[src/rtl/sequencer_pkg.sv]
// Shared types for the step-sequencer blocks: note encoding, editor FSM
// states and the index of each front-panel button.
package sequencer_pkg;

  localparam int NOTE_W = 4;
  typedef logic [NOTE_W-1:0] note_t;
  localparam note_t NOTE_REST = '0;

  typedef enum logic {
    IDLE,
    CLEAR
  } editor_state_e;

  typedef enum int unsigned {
    BTN_CLEAR = 0,
    BTN_NEXT  = 1,
    BTN_PREV  = 2,
    BTN_UP    = 3,
    BTN_DOWN  = 4
  } btn_idx_e;

  localparam int NUM_BTN = 5;

endpackage

[src/rtl/button_debouncer.sv]
// Two-flop synchronizer plus counting debouncer for one raw push button;
// emits a single-cycle press pulse on each debounced rising edge.
module button_debouncer #(
  parameter int DEBOUNCE_CYCLES = 4
) (
  input  logic clk,
  input  logic rst,
  input  logic btn_i,
  output logic press_o
);

  localparam int CNT_W = (DEBOUNCE_CYCLES > 1) ? $clog2(DEBOUNCE_CYCLES) : 1;

  logic             sync1_q, sync2_q;
  logic             stable_q, stable_d;
  logic             press_q, press_d;
  logic [CNT_W-1:0] cnt_q, cnt_d;

  // NOTE: every always_comb output gets a default first so no path leaves it unassigned (no latch).
  always_comb begin
    cnt_d    = '0;
    stable_d = stable_q;
    press_d  = 1'b0;
    if (sync2_q != stable_q) begin
      if (cnt_q == CNT_W'(DEBOUNCE_CYCLES - 1)) begin
        stable_d = sync2_q;
        press_d  = sync2_q;
      end else begin
        cnt_d = cnt_q + CNT_W'(1);
      end
    end
  end

  // NOTE: sequential state uses <= so every flop samples pre-edge values.
  always_ff @(posedge clk or posedge rst) begin
    if (rst) begin
      sync1_q  <= 1'b0;
      sync2_q  <= 1'b0;
      stable_q <= 1'b0;
      press_q  <= 1'b0;
      cnt_q    <= '0;
    end else begin
      sync1_q  <= btn_i;
      sync2_q  <= sync1_q;
      stable_q <= stable_d;
      press_q  <= press_d;
      cnt_q    <= cnt_d;
    end
  end

  assign press_o = press_q;

endmodule

[src/rtl/pattern_editor.sv]
// Five-button step-pattern editor: moves a cursor over NUM_BEATS pitch
// nibbles, bumps the note under it, and sweeps the whole pattern on clear.
module pattern_editor
  import sequencer_pkg::*;
#(
  parameter int CLK_FREQ    = 12_000_000,
  parameter int NUM_BEATS   = 16,
  parameter int DEBOUNCE_MS = 10
) (
  input  logic                         clk,
  input  logic                         rst,
  input  logic                         btn_next,
  input  logic                         btn_prev,
  input  logic                         btn_up,
  input  logic                         btn_down,
  input  logic                         btn_clear,
  output logic [NUM_BEATS*NOTE_W-1:0]  beats,
  output logic [$clog2(NUM_BEATS)-1:0] cursor,
  output logic                         busy
);

  localparam int DEBOUNCE_CYCLES = (CLK_FREQ / 1000) * DEBOUNCE_MS;
  localparam int CUR_W           = $clog2(NUM_BEATS);

  logic [NUM_BTN-1:0] btn_raw;
  logic [NUM_BTN-1:0] press;

  assign btn_raw[BTN_CLEAR] = btn_clear;
  assign btn_raw[BTN_NEXT]  = btn_next;
  assign btn_raw[BTN_PREV]  = btn_prev;
  assign btn_raw[BTN_UP]    = btn_up;
  assign btn_raw[BTN_DOWN]  = btn_down;

  for (genvar g = 0; g < NUM_BTN; g++) begin : g_btn
    button_debouncer #(
      .DEBOUNCE_CYCLES(DEBOUNCE_CYCLES)
    ) u_debouncer (
      .clk    (clk),
      .rst    (rst),
      .btn_i  (btn_raw[g]),
      .press_o(press[g])
    );
  end

  editor_state_e               state_q;
  logic [NUM_BEATS*NOTE_W-1:0] beats_q;
  logic [CUR_W-1:0]            cursor_q;
  logic [CUR_W-1:0]            sweep_idx_q;
  logic                        busy_q;
  note_t                       cur_note;

  assign cur_note = beats_q[int'(cursor_q)*NOTE_W +: NOTE_W];

  // Press pulses are acted on only in IDLE, so anything arriving mid-sweep is dropped.
  always_ff @(posedge clk or posedge rst) begin
    if (rst) begin
      state_q     <= IDLE;
      beats_q     <= '0;
      cursor_q    <= '0;
      sweep_idx_q <= '0;
      busy_q      <= 1'b0;
    end else begin
      case (state_q)
        IDLE: begin
          if (press[BTN_CLEAR]) begin
            state_q     <= CLEAR;
            busy_q      <= 1'b1;
            sweep_idx_q <= '0;
          end else if (press[BTN_NEXT]) begin
            cursor_q <= cursor_q + CUR_W'(1);
          end else if (press[BTN_PREV]) begin
            cursor_q <= cursor_q - CUR_W'(1);
          end else if (press[BTN_UP]) begin
            beats_q[int'(cursor_q)*NOTE_W +: NOTE_W] <= cur_note + note_t'(1);
          end else if (press[BTN_DOWN]) begin
            beats_q[int'(cursor_q)*NOTE_W +: NOTE_W] <= cur_note - note_t'(1);
          end
        end
        CLEAR: begin
          beats_q[int'(sweep_idx_q)*NOTE_W +: NOTE_W] <= NOTE_REST;
          if (sweep_idx_q == CUR_W'(NUM_BEATS - 1)) begin
            state_q     <= IDLE;
            busy_q      <= 1'b0;
            cursor_q    <= '0;
            sweep_idx_q <= '0;
          end else begin
            sweep_idx_q <= sweep_idx_q + CUR_W'(1);
          end
        end
        default: state_q <= IDLE;
      endcase
    end
  end

  assign beats  = beats_q;
  assign cursor = cursor_q;
  assign busy   = busy_q;

endmodule

[config.mk]
export PLATFORM = sky130hd
export DESIGN_NAME = pattern_editor
export DESIGN_NICKNAME = d
export VERILOG_FILES = /design/src/rtl/sequencer_pkg.sv /design/src/rtl/button_debouncer.sv /design/src/rtl/pattern_editor.sv
export SDC_FILE = /design/constraint.sdc
export NUM_CORES = 1
export LEC_CHECK = 0
export ABC_CLOCK_PERIOD_IN_PS = 5350
export CORE_ASPECT_RATIO = 0.8
export CORE_MARGIN = 5
export CORE_UTILIZATION = 38
export CTS_BUF_LIST = sky130_fd_sc_hd__clkbuf_8
export DETAILED_ROUTE_END_ITERATION = 10
export PLACE_DENSITY = 0.62
export SYNTH_ARGS = -nofsm -noshare
export SYNTH_HDL_FRONTEND = slang
export SYNTH_HIERARCHICAL = 1
export SYNTH_SLANG_ARGS = --single-unit
export TNS_END_PERCENT = 50
[constraint.sdc]
create_clock -name clk -period 5.35 [get_ports clk]
set_clock_uncertainty 0.15 [all_clocks]
set_input_delay 1.07 -clock clk [delete_from_list [all_inputs] [get_ports clk]]
set_output_delay 1.07 -clock clk [all_outputs]
set_load 0.02 [all_outputs]
==> summary.md, run 1 <==
| Metric | Value |
|---|---|
| Pwr dens | 227 nW/um2 |
| Placed cells | 1311 |
| Switching component of the power | 599 uW |
| GRT overflow | 0 |
| Layout area overhead | 15.3% |
| Non-filler cells, final | 1343 |
| Worst hold stages | 0 |
| Post_cts resized | 0 |
| Remaining antenna violation count | 0 |
| Initial antenna violation count | 0 |
| CP endpoint kind | register |
| Area of the die | 27800 um2 |
| Gate Count Post-Synth | 945 |
| FF-to-FF Start | cursor[0]$_DFFE_PP0P_ |
| Largest delay contributor family on the critical path | simple AND/OR/NAND/NOR gates |
| Area leader, netlist | dfrtp_1 |
| Clk pwr share | 40.9% |
| Core ar. | 24200 um2 |
| Final hold vios | 0 |
| Int Pwr | 1840 uW |
| Final setup vio count | 0 |
| Clock root buffer | clkbuf_8 |
| Crit-path slowest cell | dfrtp_2 |
| CP bufs+invs | 1 |
| Post-synth ARST share | 100% |
| Share of layout cells above drive strength 1 | 8.10% |
| CP Class | register to register |
| CP Launch Type | register |
| # port buffers | 75 |
| Largest net degree at the start of global routing | 42 |
| Switching share of power | 24.5% |
| Sum Neg Setup Slack | 0 ps |
| RePlAce Congestion | 0.946 |
| Reg2Reg Depth | 8 |
| WP data required | 5580 ps |
| R2R setup slack | 1300 ps |
| Clock Pin Slew Worst Setup and Hold Paths | 100 ps |
| Max VDD drop | 0.000160 V |
| Min Tclk post-route | 4050 ps |
| Mapped Area | 9320 um2 |
| Hold EP | g_btn[1].u_debouncer/sync2_q$_DFF_PP0_ |
| Pins over their slew limit | 0 |
| Total GRT Usage | 17.2% |
| Initial DRC count | 727 |
| H-tree Lvls | 4 |
| Fmax | 247 MHz |
| Final #Nets | 1036 |
| Clock sinks | 179 |
| Synth warn | 6 |
| Die Height | 150 um |
| Comb pwr share | 2.5% |
| Vias in the first global route | 6983 |
| Seq pwr share | 56.5% |
| Pre-antenna DRT Iters | 5 |
| Largest stage delay, worst path | 1070 ps |
| Max Cap Viol | 0 |
| Post-synth EDFFs | 0 |
| Crit-path cells | inv_1, ha_1, xor2_1, nor4b_1, and2_0, nand3_1, or2_2, o221ai_1 |
| Residual DRC | 0 |
| Main synth FF type | dfrtp_1 |
| Static leakage | 0.00415 uW |
| First-pass GRT wire length | 38100 um |
| DIE WIDTH | 185 um |
| Initial cell density of the core | 38.5% |
| Net count after synthesis | 969 |
| Worst-margin pin slew | 1080 ps |
| Antenna cells | 0 |
| Crit path DAT | 4280 ps |
| RSZ-0062 raised after global routing | false |
| Vias | 7502 |
| Hold WS | 205 ps |
| Post-synth top area share | 48.0% |
| Num CTS Buffers | 17 |
| CTS tree | done |
| Relative slew slack | 27.9% |
| Total wire length | 23800 um |
| Worst-Skew Late Latency | 470 ps |
| Worst-path maximum fanout | 41 |
| # rows | 51 |
| Min-delay src | g_btn[1].u_debouncer/sync1_q$_DFF_PP0_ |
| Clock Path Buffers | 2 |
| Worst reg2reg endpoint | beats[47]$_DFFE_PP0P_ |
| Post-CTS Setup Inserts | 0 |
| Post-synthesis sequential area ratio | 48.0% |
| Vias per std cell | 5.59 |
| Synth Register Bits | 179 |
| Final Util | 44.3% |
| Post-synth cell types | 69 |
| Average wire per standard cell | 17.7 um |
| Synth top area cells | dfrtp_1 (48%), xnor2_1 (6.6%), nor2_1 (5.2%) |
| Final HPWL DP | 17500 um |
| IO Pins | 76 |
| CTS Hold Bufs | 0 |
| Mean Syn Cell Area | 9.87 um2 |
| Fin crit share | 75.6% |
| Status | complete, no violations |
| Hold Path Class | register to register |
[flip-flops by register name, indices dropped and copies added, names as in the netlist]
signal                      count
g_btn.u_debouncer/cnt_q        85
beats                          64
g_btn.u_debouncer/press_o       5
g_btn.u_debouncer/stable_q      5
g_btn.u_debouncer/sync1_q       5
g_btn.u_debouncer/sync2_q       5
cursor                          4
sweep_idx_q                     4
busy                            1
state_q                         1
[cells by family after synthesis]
group                      Yosys count  share of synthesized area, %
AOI/OAI and AO/OA                  133                          9.65
xor gates and xnor gates            88                          8.27
adders and majority gates           17                          2.36
buffers and inverters               66                          3.37
DFF                                179                          48.0
muxes                               30                          4.62
and+or+nand+nor                    432                          23.7
[final cells by class]
class / instances / area [um2]
tap: 318 / 398
inverter: 34 / 128
multi-input combinational: 700 / 4530
clock inverter: 13 / 161
timing repair buffer: 80 / 788
clock buffer: 19 / 262
sequential: 179 / 4480
fill: 2297 / 13500
[worst max-delay path by stage]
stage / start / endpoint / slack (ps) / cells past startpoint
3_5_place_dp: cursor[0]$_DFFE_PP0P_ / beats[47]$_DFFE_PP0P_ / 1460 / 8
2_1_floorplan: cursor[0]$_DFFE_PP0P_ / beats[47]$_DFFE_PP0P_ / 1870 / 13
5_1_grt: cursor[0]$_DFFE_PP0P_ / beats[47]$_DFFE_PP0P_ / 1020 / 8
4_1_cts: cursor[0]$_DFFE_PP0P_ / beats[47]$_DFFE_PP0P_ / 1410 / 8
6_report: cursor[0]$_DFFE_PP0P_ / beats[47]$_DFFE_PP0P_ / 1300 / 8
3_3_place_gp: cursor[0]$_DFFE_PP0P_ / beats[58]$_DFFE_PP0P_ / 1590 / 10
[through the flow]
stage / worst slack (ps) / total power [uW] / instance area [um2]
floorplan: 1870 / 1450 / 9320
global route: 1020 / 2540 / 10700
detailed placement: 1460 / 1470 / 10300
CTS: 1410 / 2470 / 10700
finish: 1300 / 2440 / 10700
global placement: 1590 / 1470 / 10300
[cell usage after synthesis, types with 6 or more instances]
| master | number |
|---|---|
| a21oi_1 | 14 |
| a221oi_1 | 6 |
| a22oi_1 | 9 |
| a32o_1 | 7 |
| and3_1 | 8 |
| buf_6 | 8 |
| clkbuf_1 | 19 |
| dfrtp_1 | 179 |
| ha_1 | 16 |
| inv_1 | 33 |
| mux2i_1 | 13 |
| mux4_2 | 8 |
| nand2_1 | 96 |
| nand3_1 | 53 |
| nand4_1 | 35 |
| nor2_1 | 128 |
| nor3_1 | 21 |
| nor3b_1 | 7 |
| nor4_1 | 27 |
| o211ai_1 | 11 |
| o21ai_0 | 46 |
| o221ai_1 | 7 |
| or4_4 | 6 |
| xnor2_1 | 70 |
| xor2_1 | 18 |
[power groups by stage]
stage	Sequential [uW]	Clock, uW	Combinational, uW
floorplan	1400	0	48.1
global placement	1410	0	63.9
detailed placement	1410	0	64.4
CTS	1380	1030	64.8
global route	1380	1080	72.8
finish	1380	998	61.6
[cells in the final DEF (no fill, tap or decap), drive strengths merged, types with 21 or more instances in the layout]
| cell type | count |
|---|---|
| inv | 43 |
| nand3 | 53 |
| o21ai | 52 |
| nand2 | 103 |
| clkdlybuf4s50 | 75 |
| nor4 | 29 |
| nor2 | 128 |
| nand4 | 35 |
| nor3 | 21 |
| xnor2 | 70 |
| dfrtp | 179 |
[per-layer routing]
layer	GRT usage, %	share of wire [%]
met1	25.7	47
met2	25.1	42
met3	4.23	8.5
met4	4.77	1.7
met5	0	0
Note: power is estimated with default switching activity, not from simulation.
==> inputs of run 2 (changes only) <==
--- a/config.mk
+++ b/config.mk
@@ -5,13 +5,13 @@
 export SDC_FILE = /design/constraint.sdc
 export NUM_CORES = 1
 export LEC_CHECK = 0
-export ABC_CLOCK_PERIOD_IN_PS = 5350
+export ABC_CLOCK_PERIOD_IN_PS = 3350
 export CORE_ASPECT_RATIO = 0.8
 export CORE_MARGIN = 5
 export CORE_UTILIZATION = 38
 export CTS_BUF_LIST = sky130_fd_sc_hd__clkbuf_8
 export DETAILED_ROUTE_END_ITERATION = 10
-export PLACE_DENSITY = 0.62
+export PLACE_DENSITY = 0.64
 export SYNTH_ARGS = -nofsm -noshare
 export SYNTH_HDL_FRONTEND = slang
 export SYNTH_HIERARCHICAL = 1
==> constraint.sdc (replaced) <==
create_clock -name clk -period 3.35 [get_ports clk]
set_clock_uncertainty 0.15 [all_clocks]
set_input_delay 0.67 -clock clk [delete_from_list [all_inputs] [get_ports clk]]
set_output_delay 0.67 -clock clk [all_outputs]
set_load 0.02 [all_outputs]
==> summary.md, run 2 (same netlist as run 1, synthesis figures left out) <==
| Metric | Value |
|---|---|
| Clock Path Buffers | 2 (unchanged) |
| Vias in the first global route | 7108 (was 6983) |
| Area post-placement | 10500 um2 (was 10300 um2) |
| Top Layer Used | met4 (unchanged) |
| M1 WL | 11600 um (was 11300 um) |
| Reg2Reg Depth | 9 (was 8) |
| Hold Path Class | register to register (unchanged) |
| Commonest non-fill, non-tap cells in the layout | dfrtp_1 (178), nor2_1 (128), nand2_1 (96) (unchanged) |
| Post_cts resized | 0 (unchanged) |
| Pre-antenna DRT Iters | 5 (unchanged) |
| Vias | 7471 (was 7502) |
| Switching component of the power | 918 uW (was 599 uW) |
| GRT overflow | 0 (unchanged) |
| Crit path DAT | 3360 ps (was 4280 ps) |
| Largest net degree at the start of global routing | 44 (was 42) |
| WP data required | 3570 ps (was 5580 ps) |
| Commonest non-fill, non-tap cell in the layout | dfrtp_1 (unchanged) |
| Total GRT Usage | 17.9% (was 17.2%) |
| # rows | 51 (unchanged) |
| Clk pwr share | 38.0% (was 40.9%) |
| Seq pwr share | 59.4% (was 56.5%) |
| Max Cap Viol | 0 (unchanged) |
| Reg with most FFs | g_btn.u_debouncer/cnt_q (unchanged) |
| Status | complete, no violations (unchanged) |
| Final HPWL DP | 18200 um (was 17500 um) |
| Total wire length | 24400 um (was 23800 um) |
| Int Pwr | 2790 uW (was 1840 uW) |
| Setup crit start | cursor[0]$_DFFE_PP0P_ (unchanged) |
| CP Class | register to register (unchanged) |
| Fin crit share | 93.7% (was 75.6%) |
| Worst-margin pin slew | 810 ps (was 1080 ps) |
| Routed length on met2 | 10200 um (was 10100 um) |
| Pwr dens | 340 nW/um2 (was 227 nW/um2) |
| Worst hold stages | 0 (unchanged) |
| Comb pwr share | 2.6% (was 2.5%) |
| Clock root buffer | clkbuf_8 (unchanged) |
| Layout area overhead | 16.9% (was 15.3%) |
| Fmax | 318 MHz (was 247 MHz) |
| CTS Hold Bufs | 0 (unchanged) |
| Max FFs per register | 85 (unchanged) |
| Relative slew slack | 45.8% (was 27.9%) |
| End point of the critical path | beats[47]$_DFFE_PP0P_ (unchanged) |
| Num CTS Buffers | 17 (unchanged) |
| Final setup vio count | 0 (unchanged) |
| Final hold vios | 0 (unchanged) |
| Placed cells | 1333 (was 1311) |
| R2R setup slack | 210 ps (was 1300 ps) |
| # port buffers | 75 (unchanged) |
| CP endpoint kind | register (unchanged) |
| DIE WIDTH | 185 um (unchanged) |
| Core ar. | 24200 um2 (unchanged) |
| Final Util | 44.9% (was 44.3%) |
| Worst-path maximum fanout | 24 (was 41) |
| Initial cell density of the core | 38.5% (unchanged) |
| First-pass GRT wire length | 39400 um (was 38100 um) |
| Static leakage | 0.00425 uW (was 0.00415 uW) |
| CTS tree | done (unchanged) |
| Initial DRC count | 665 (was 727) |
| RePlAce Congestion | 0.966 (was 0.946) |
| Initial antenna violation count | 0 (unchanged) |
| Average wire per standard cell | 17.9 um (was 17.7 um) |
| H-tree Lvls | 4 (unchanged) |
| Non-filler cells, final | 1365 (was 1343) |
| Area of the die | 27800 um2 (unchanged) |
| Die Height | 150 um (unchanged) |
| Antenna cells | 0 (unchanged) |
| IO Pins | 76 (unchanged) |
| FF-to-FF Start | cursor[0]$_DFFE_PP0P_ (unchanged) |
| CP Launch Type | register (unchanged) |
| Pins over their slew limit | 0 (unchanged) |
| Worst-Skew Late Latency | 470 ps (about the same) |
| Final #Nets | 1058 (was 1036) |
| Remaining antenna violation count | 0 (unchanged) |
| Worst reg2reg endpoint | beats[47]$_DFFE_PP0P_ (unchanged) |
| Share of layout cells above drive strength 1 | 10.1% (was 8.10%) |
| Vias per std cell | 5.47 (was 5.59) |
| Met3 wire length | 2060 um (was 2020 um) |
| Final Instance Area | 10900 um2 (was 10700 um2) |
| Max VDD drop | 0.000197 V (was 0.000160 V) |
| Residual DRC | 0 (unchanged) |
| Clock sinks | 179 (unchanged) |
| Post-CTS Setup Inserts | 0 (unchanged) |
| Sum Neg Setup Slack | 0 ps (unchanged) |
| Min Tclk post-route | 3140 ps (was 4050 ps) |
| Switching share of power | 24.8% (was 24.5%) |
| Clock Pin Slew Worst Setup and Hold Paths | 90 ps (was 100 ps) |
-- run 2: through the flow --
stage / setup WS (ps) / power, uW / hold slack, ps
2_1_floorplan: 11.5 / 2320 / 181
3_3_place_gp: 121 / 2350 / 184
3_5_place_dp: 61.7 / 2350 / 189
4_1_cts: 25.1 / 3760 / 218
5_1_grt: -22.2 / 3850 / 224
6_report: 210 / 3710 / 213
-- run 2: worst min-delay path by stage --
stage / startpoint / end
detailed placement: g_btn[2].u_debouncer/sync1_q$_DFF_PP0_ / g_btn[2].u_debouncer/sync2_q$_DFF_PP0_
global placement: g_btn[2].u_debouncer/sync1_q$_DFF_PP0_ / g_btn[2].u_debouncer/sync2_q$_DFF_PP0_
global route: g_btn[4].u_debouncer/sync1_q$_DFF_PP0_ / g_btn[4].u_debouncer/sync2_q$_DFF_PP0_
floorplan: g_btn[0].u_debouncer/sync1_q$_DFF_PP0_ / g_btn[0].u_debouncer/sync2_q$_DFF_PP0_
finish: g_btn[2].u_debouncer/sync1_q$_DFF_PP0_ / g_btn[2].u_debouncer/sync2_q$_DFF_PP0_
CTS: g_btn[4].u_debouncer/sync1_q$_DFF_PP0_ / g_btn[4].u_debouncer/sync2_q$_DFF_PP0_
-- run 2: layer usage --
layer / track usage [%] / up-vias
met4: 5.14 / 0
met1: 27.2 / 3611
li1: - / 3566
met2: 24.8 / 254
met5: 0 / -
met3: 5.00 / 40
-- run 2: power groups by stage --
stage / clock network, uW / logic (uW) / registers (uW)
finish: 1410 / 98.1 / 2200
global route: 1530 / 117 / 2210
CTS: 1450 / 103 / 2200
detailed placement: 0 / 103 / 2240
global placement: 0 / 102 / 2240
floorplan: 0 / 76.9 / 2240
-- run 2: final cells by class --
class | count | area, um2
Clock buffer | 20 | 275
Clock inverter | 12 | 96.3
Fill cell | 2347 | 13400
Inverter | 34 | 128
Multi-Input combinational cell | 700 | 4550
Sequential cell | 179 | 4480
Tap cell | 318 | 398
Timing Repair Buffer | 102 | 966
-- run 2: worst max-delay path, cell delays in order (launching register included) --
cell      delay (ps)
dfrtp_2          500
buf_12           220
inv_1             80
ha_1             300
xor2_1           220
nor4b_4          470
and2_0           390
nand3_1          210
or2_2            330
o221ai_1         160
